File: src/rtl/detect_pkg.sv
// Shared defaults and helpers for the detect_event_logger block and its FIFO.
package detect_pkg;

    localparam int TS_W_DEF  = 16;
    localparam int DEPTH_DEF = 8;
    localparam int CNT_W_DEF = 16;

    // Increment v, holding at the all-ones value of a w-bit counter.
    function automatic logic [63:0] sat_inc(input logic [63:0] v, input int unsigned w);
        logic [63:0] max_v;
        max_v = (w >= 64) ? '1 : ((64'd1 << w) - 64'd1);
        return (v >= max_v) ? max_v : v + 64'd1;
    endfunction

endpackage

File: src/rtl/sync_fifo_fwft.sv
// First-word-fall-through synchronous FIFO; occupancy tracked in a level
// register so full/empty never depend on pointer comparison.
module sync_fifo_fwft
    import detect_pkg::*;
#(
    parameter int WIDTH = TS_W_DEF,
    parameter int DEPTH = DEPTH_DEF
) (
    input  logic                     clk,
    input  logic                     rst,
    input  logic                     i_flush,
    input  logic                     i_push,
    input  logic [WIDTH-1:0]         i_data,
    input  logic                     i_pop,
    output logic [WIDTH-1:0]         o_data,
    output logic                     o_full,
    output logic                     o_empty,
    output logic [$clog2(DEPTH):0]   o_level
);

    localparam int AW = $clog2(DEPTH);
    localparam logic [AW:0] FULL_LVL = (AW+1)'(DEPTH);

    logic [WIDTH-1:0] r_mem [DEPTH];
    logic [AW-1:0]    r_wr_ptr;
    logic [AW-1:0]    r_rd_ptr;
    logic [AW:0]      r_level;
    logic             w_push;
    logic             w_pop;

    assign o_empty = (r_level == '0);
    assign o_full  = (r_level == FULL_LVL);
    // A pop frees a slot in the same edge, so a push into a full FIFO is
    // accepted when it coincides with a pop.
    assign w_pop   = i_pop && !o_empty;
    assign w_push  = i_push && (!o_full || w_pop);
    assign o_level = r_level;
    assign o_data  = o_empty ? '0 : r_mem[r_rd_ptr];

    // Pointer and occupancy bookkeeping; flush and reset empty the FIFO.
    always_ff @(posedge clk) begin
        if (rst || i_flush) begin
            r_wr_ptr <= '0;
            r_rd_ptr <= '0;
            r_level  <= '0;
        end else begin
            if (w_push) r_wr_ptr <= r_wr_ptr + 1'b1;
            if (w_pop)  r_rd_ptr <= r_rd_ptr + 1'b1;
            if (w_push && !w_pop)      r_level <= r_level + 1'b1;
            else if (w_pop && !w_push) r_level <= r_level - 1'b1;
        end
    end

    // Storage write; stale words are harmless because the pointers are reset.
    always_ff @(posedge clk) begin
        if (w_push) r_mem[r_wr_ptr] <= i_data;
    end

endmodule

File: src/rtl/detect_event_logger.sv
// Timestamps every detect pulse into a FWFT FIFO and keeps saturating
// event/drop counters with a sticky overflow flag.
module detect_event_logger
    import detect_pkg::*;
#(
    parameter int TS_W  = TS_W_DEF,
    parameter int DEPTH = DEPTH_DEF,
    parameter int CNT_W = CNT_W_DEF
) (
    input  logic                     clk,
    input  logic                     rst,
    input  logic                     det_in,
    input  logic                     clr,
    output logic                     rd_valid,
    input  logic                     rd_ready,
    output logic [TS_W-1:0]          rd_data,
    output logic [$clog2(DEPTH):0]   level,
    output logic [CNT_W-1:0]         evt_cnt,
    output logic [CNT_W-1:0]         drop_cnt,
    output logic                     overflow
);

    logic [TS_W-1:0]  r_ts;
    logic [CNT_W-1:0] r_evt_cnt;
    logic [CNT_W-1:0] r_drop_cnt;
    logic             r_overflow;
    logic             w_full;
    logic             w_empty;
    logic             w_pop;
    logic             w_drop;

    assign rd_valid = !w_empty;
    assign w_pop    = rd_valid && rd_ready;
    assign w_drop   = det_in && w_full && !w_pop;
    assign evt_cnt  = r_evt_cnt;
    assign drop_cnt = r_drop_cnt;
    assign overflow = r_overflow;

    sync_fifo_fwft #(
        .WIDTH (TS_W),
        .DEPTH (DEPTH)
    ) u_fifo (
        .clk     (clk),
        .rst     (rst),
        .i_flush (clr),
        .i_push  (det_in),
        .i_data  (r_ts),
        .i_pop   (rd_ready),
        .o_data  (rd_data),
        .o_full  (w_full),
        .o_empty (w_empty),
        .o_level (level)
    );

    // Free-running timestamp; wraps silently and ignores clr.
    always_ff @(posedge clk) begin
        if (rst) r_ts <= '0;
        else     r_ts <= r_ts + 1'b1;
    end

    // Event/drop statistics; clr wins over a same-cycle event.
    always_ff @(posedge clk) begin
        if (rst || clr) begin
            r_evt_cnt  <= '0;
            r_drop_cnt <= '0;
            r_overflow <= 1'b0;
        end else if (det_in) begin
            r_evt_cnt <= CNT_W'(sat_inc(64'(r_evt_cnt), CNT_W));
            if (w_drop) begin
                r_drop_cnt <= CNT_W'(sat_inc(64'(r_drop_cnt), CNT_W));
                r_overflow <= 1'b1;
            end
        end
    end

endmodule
File: config.mk
export PLATFORM = sky130hd
export DESIGN_NAME = detect_event_logger
export DESIGN_NICKNAME = d
export VERILOG_FILES = /design/src/rtl/detect_pkg.sv /design/src/rtl/sync_fifo_fwft.sv /design/src/rtl/detect_event_logger.sv
export SDC_FILE = /design/constraint.sdc
export NUM_CORES = 1
export LEC_CHECK = 0
export CORE_MARGIN = 2
export CORE_UTILIZATION = 35
export DETAILED_ROUTE_END_ITERATION = 8
export HOLD_SLACK_MARGIN = 0.08
export PLACE_DENSITY_LB_ADDON = 0.3
export SLEW_MARGIN = 20
export SYNTH_ARGS = -nofsm -noshare
export SYNTH_HDL_FRONTEND = slang
export SYNTH_SLANG_ARGS = --single-unit
File: constraint.sdc
create_clock -name clk -period 5.2 [get_ports clk]
set_input_delay 1.04 -clock clk [delete_from_list [all_inputs] [get_ports clk]]
set_output_delay 1.04 -clock clk [all_outputs]
set_load 0.02 [all_outputs]
==> out/results.ini <==
[run_status]
status = finished, final reports clean

[power_and_ir_drop]
power_switching_mw = 0.772
clockPowerShare_pct = 40.7
leakagePower_nw = 2.96
peakVddDrop_uv = 221
pwr-share-comb_pct = 8.5
p_int_mw = 2.47
pwr_density_cell_nw_per_um2 = 350
total_power_mw = 3.24
seq_power_share_pct = 50.8
switching_share_pct = 23.8

[timing]
fmax_ghz = 0.246
drv_slew = 0
fin_tns_setup_ns = 0
layout_setup_ws_ns = 1.13
finalCritPeriodShare_pct = 78.3
worstMarginPinSlew_ns = 1.01
post-route-min-period_ns = 4.07
rsz0062_at_grt = false
hold_viol = 0
slew_headroom_pct = 32.8
setup_viol = 0
fin_worst_skew_ns = 0.00651

[synthesis]
synth_nets = 548
ys_seq_area_share_pct = 65.9
synth-edff-count = 128
synth-async-reset-ratio_pct = 0
ys_seq_elements = 190
ys.flop_type = edfxtp_1
synth_top_family_by_area = multiplexers
synth_compound_area_share_pct = 4.25
synth.area.mux_share_pct = 12.3
syn_area_sq_um = 7720
synth-adder-area-share_pct = 1.56
synth_xor_area_share_pct = 3.63
syn_inst = 534
netlist-cell-type-count = 47
synth_area_per_cell_sq_um = 14.5
yosys.area_share.simple_pct = 10.6
synth_warnings = 0

[clock_tree]
clkLatencyLatePin_ns = 0.43
ctsHoldBuffers = 0
cts_tree = yes
htreeDepth = 4
clock-sinks = 190
cts_root_buffer = clkbuf_16
cts_inserted_buffers = 17
post-cts-setup-buffer-count = 0
clockBufferDepth = 2
clk_pin_slew_ns = 0.07
cts_resized = 0

[final_layout]
area_delta_synth_final_pct = 19.8
layout-drive-gt1-share_pct = 14.1
finalNonFillerCells = 891
nFillCells = 1969
final_common_cell = edfxtp_1
fin_nets = 613
n_antenna_cell = 0
mostFrequentLayoutCells = edfxtp_1 (128), dfxtp_1 (59), clkdlybuf4s50_1 (58)

[floorplan]
rows = 54
die_w_microns = 153
dieArea_sq_um = 23300
num_io_pins = 59
dieHeight_microns = 153
core_area_sq_um = 21800
start_util_pct = 35.5

[placed_design]
place_hpwl_microns = 10100
place_congestion = 0.793
io_buffer_count = 58
dp_cells = 860
preCtsSetupSlack_ns = 1.50

[grt]
grt_pass1_wl_microns = 26000
overflow = 0
track_usage_pct = 14.2
grt_max_degree = 41
antenna_found_initial = 0
grt_pass1_vias = 4814

[critical_path]
path_buf_inv = 2
crit_path_cell_trace = or3_1, nor2_2, inv_1, clkdlybuf4s50_1
path_class = flip-flop to output pin
critPathArrivalTime_ns = 3.03
start_kind = flip-flop
critical_path.startpoint = u_fifo.o_level[0]
rr_startpoint = u_fifo.o_level[0]
crit_path_top_delay_cell = nor2_2
critPathMaxStageDelay_ns = 0.82
critPathMaxFanout = 17
cp_data_required_time_ns = 4.16
endpoint_kind = output pin
crit_family = simple AND/OR/NAND/NOR gates

[min_path]
min_path_type = flip-flop to flip-flop
min_from = overflow

[detailed_routing]
vias = 4629
wl_microns = 16000
post_drt_via_cell_ratio = 5.20
ant_nets = 0
drc = 0
drt-pass1-iter-count = 6
wl_per_cell_microns = 18.0
drtIter0Drc = 243

[flow_run]
drv_cap = 0

==> cells in the mapped netlist (2+ instances only) <==
library cell | n | area share, %
nand3_1 | 13 | 0.84
and2_1 | 2 | 0.16
nor2_1 | 50 | 2.4
dfxtp_1 | 62 | 16
edfxtp_1 | 128 | 50
buf_1 | 3 | 0.15
xnor2_1 | 18 | 2.0
clkbuf_1 | 12 | 0.58
nand4b_1 | 3 | 0.34
and3_1 | 5 | 0.41
o21ai_0 | 6 | 0.39
xor2_1 | 14 | 1.6
a21o_1 | 2 | 0.19
mux2i_1 | 23 | 3.0
nand2_1 | 22 | 1.1
nand2b_1 | 6 | 0.49
a21oi_1 | 33 | 2.1
and4_1 | 3 | 0.34
nor3_1 | 16 | 1.0
a41o_1 | 2 | 0.26
or3_1 | 8 | 0.65
nand4_1 | 10 | 0.81
ha_1 | 8 | 1.3
buf_2 | 7 | 0.45
nor2b_1 | 2 | 0.16
mux4_2 | 32 | 9.3
a211oi_1 | 2 | 0.19
inv_1 | 10 | 0.49
a31oi_1 | 5 | 0.41
and4b_1 | 2 | 0.26
nor4_1 | 9 | 0.73
==> path summary, 6_finish.rpt <==
path / endpoint / slack, ns / cells past startpoint
setup / recovery: rd_valid / 1.13 / 4
hold / removal: overflow / 0.47 / 2
setup reg to reg: u_fifo.o_level[3] / 1.54 / 11
hold reg to reg: overflow / 0.47 / 2
==> stage by stage <==
step	area, sq um	utilization (%)	hold slack (ns)
after floorplan	7720	-	0.454
after CTS	9250	42.5	0.473
after detailed placement	8650	39.8	0.459
after global routing	9250	42.5	0.513
final	9250	42.5	0.472
after global placement	8650	39.7	0.438
==> power by group through the flow <==
| stage | clock, mW | sequential [mW] | combinational (mW) |
|---|---|---|---|
| 2_1_floorplan | 0 | 1.67 | 0.178 |
| 3_3_place_gp | 0 | 1.68 | 0.276 |
| 3_5_place_dp | 0 | 1.68 | 0.282 |
| 4_1_cts | 1.34 | 1.65 | 0.283 |
| 5_1_grt | 1.41 | 1.65 | 0.301 |
| 6_report | 1.32 | 1.65 | 0.277 |
==> sequential cells by signal, indices dropped and copies added, names as in the netlist, named ones only <==
name,count
r_ts,16
drop_cnt,16
u_fifo.r_mem,128
u_fifo.r_wr_ptr,3
u_fifo.o_level,4
overflow,1
u_fifo.r_rd_ptr,3
evt_cnt,16
==> cells by family after synthesis <==
group,Yosys count
AND/OR/NAND/NOR,159
multiplexers,55
AO/OA/AOI/OAI,56
buffers and inverters,33
adder cells (fa/ha/maj),9
XOR/XNOR,32
flip-flops,190
==> routing by layer <==
metal  up-vias  global-route usage [%]  part of all wire, %
li1       2163                       -                    -
met1      2336                    18.2                   44
met2       111                    23.9                   50
met3        19                    3.78                  4.8
met4         0                    3.88                  1.5
met5         -                       0                    0
==> tightest hold or removal path: stages (launching register included) <==
cell and delay, ns:
dfxtp_1 0.32, inv_1 0.05, a21oi_1 0.05
==> final cells by class <==
cell class | instances | area (sq um) | share of cell area [%]
well taps | 280 | 350 | 3.79
clock buffers | 17 | 425 | 4.60
flip-flops and latches | 190 | 5090 | 55.0
repair buffers | 69 | 663 | 7.17
clock inverters | 14 | 178 | 1.92
multi-input cells | 311 | 2510 | 27.1
inverters | 10 | 37.5 | 0.406
Power figures use the tool's default switching activity.
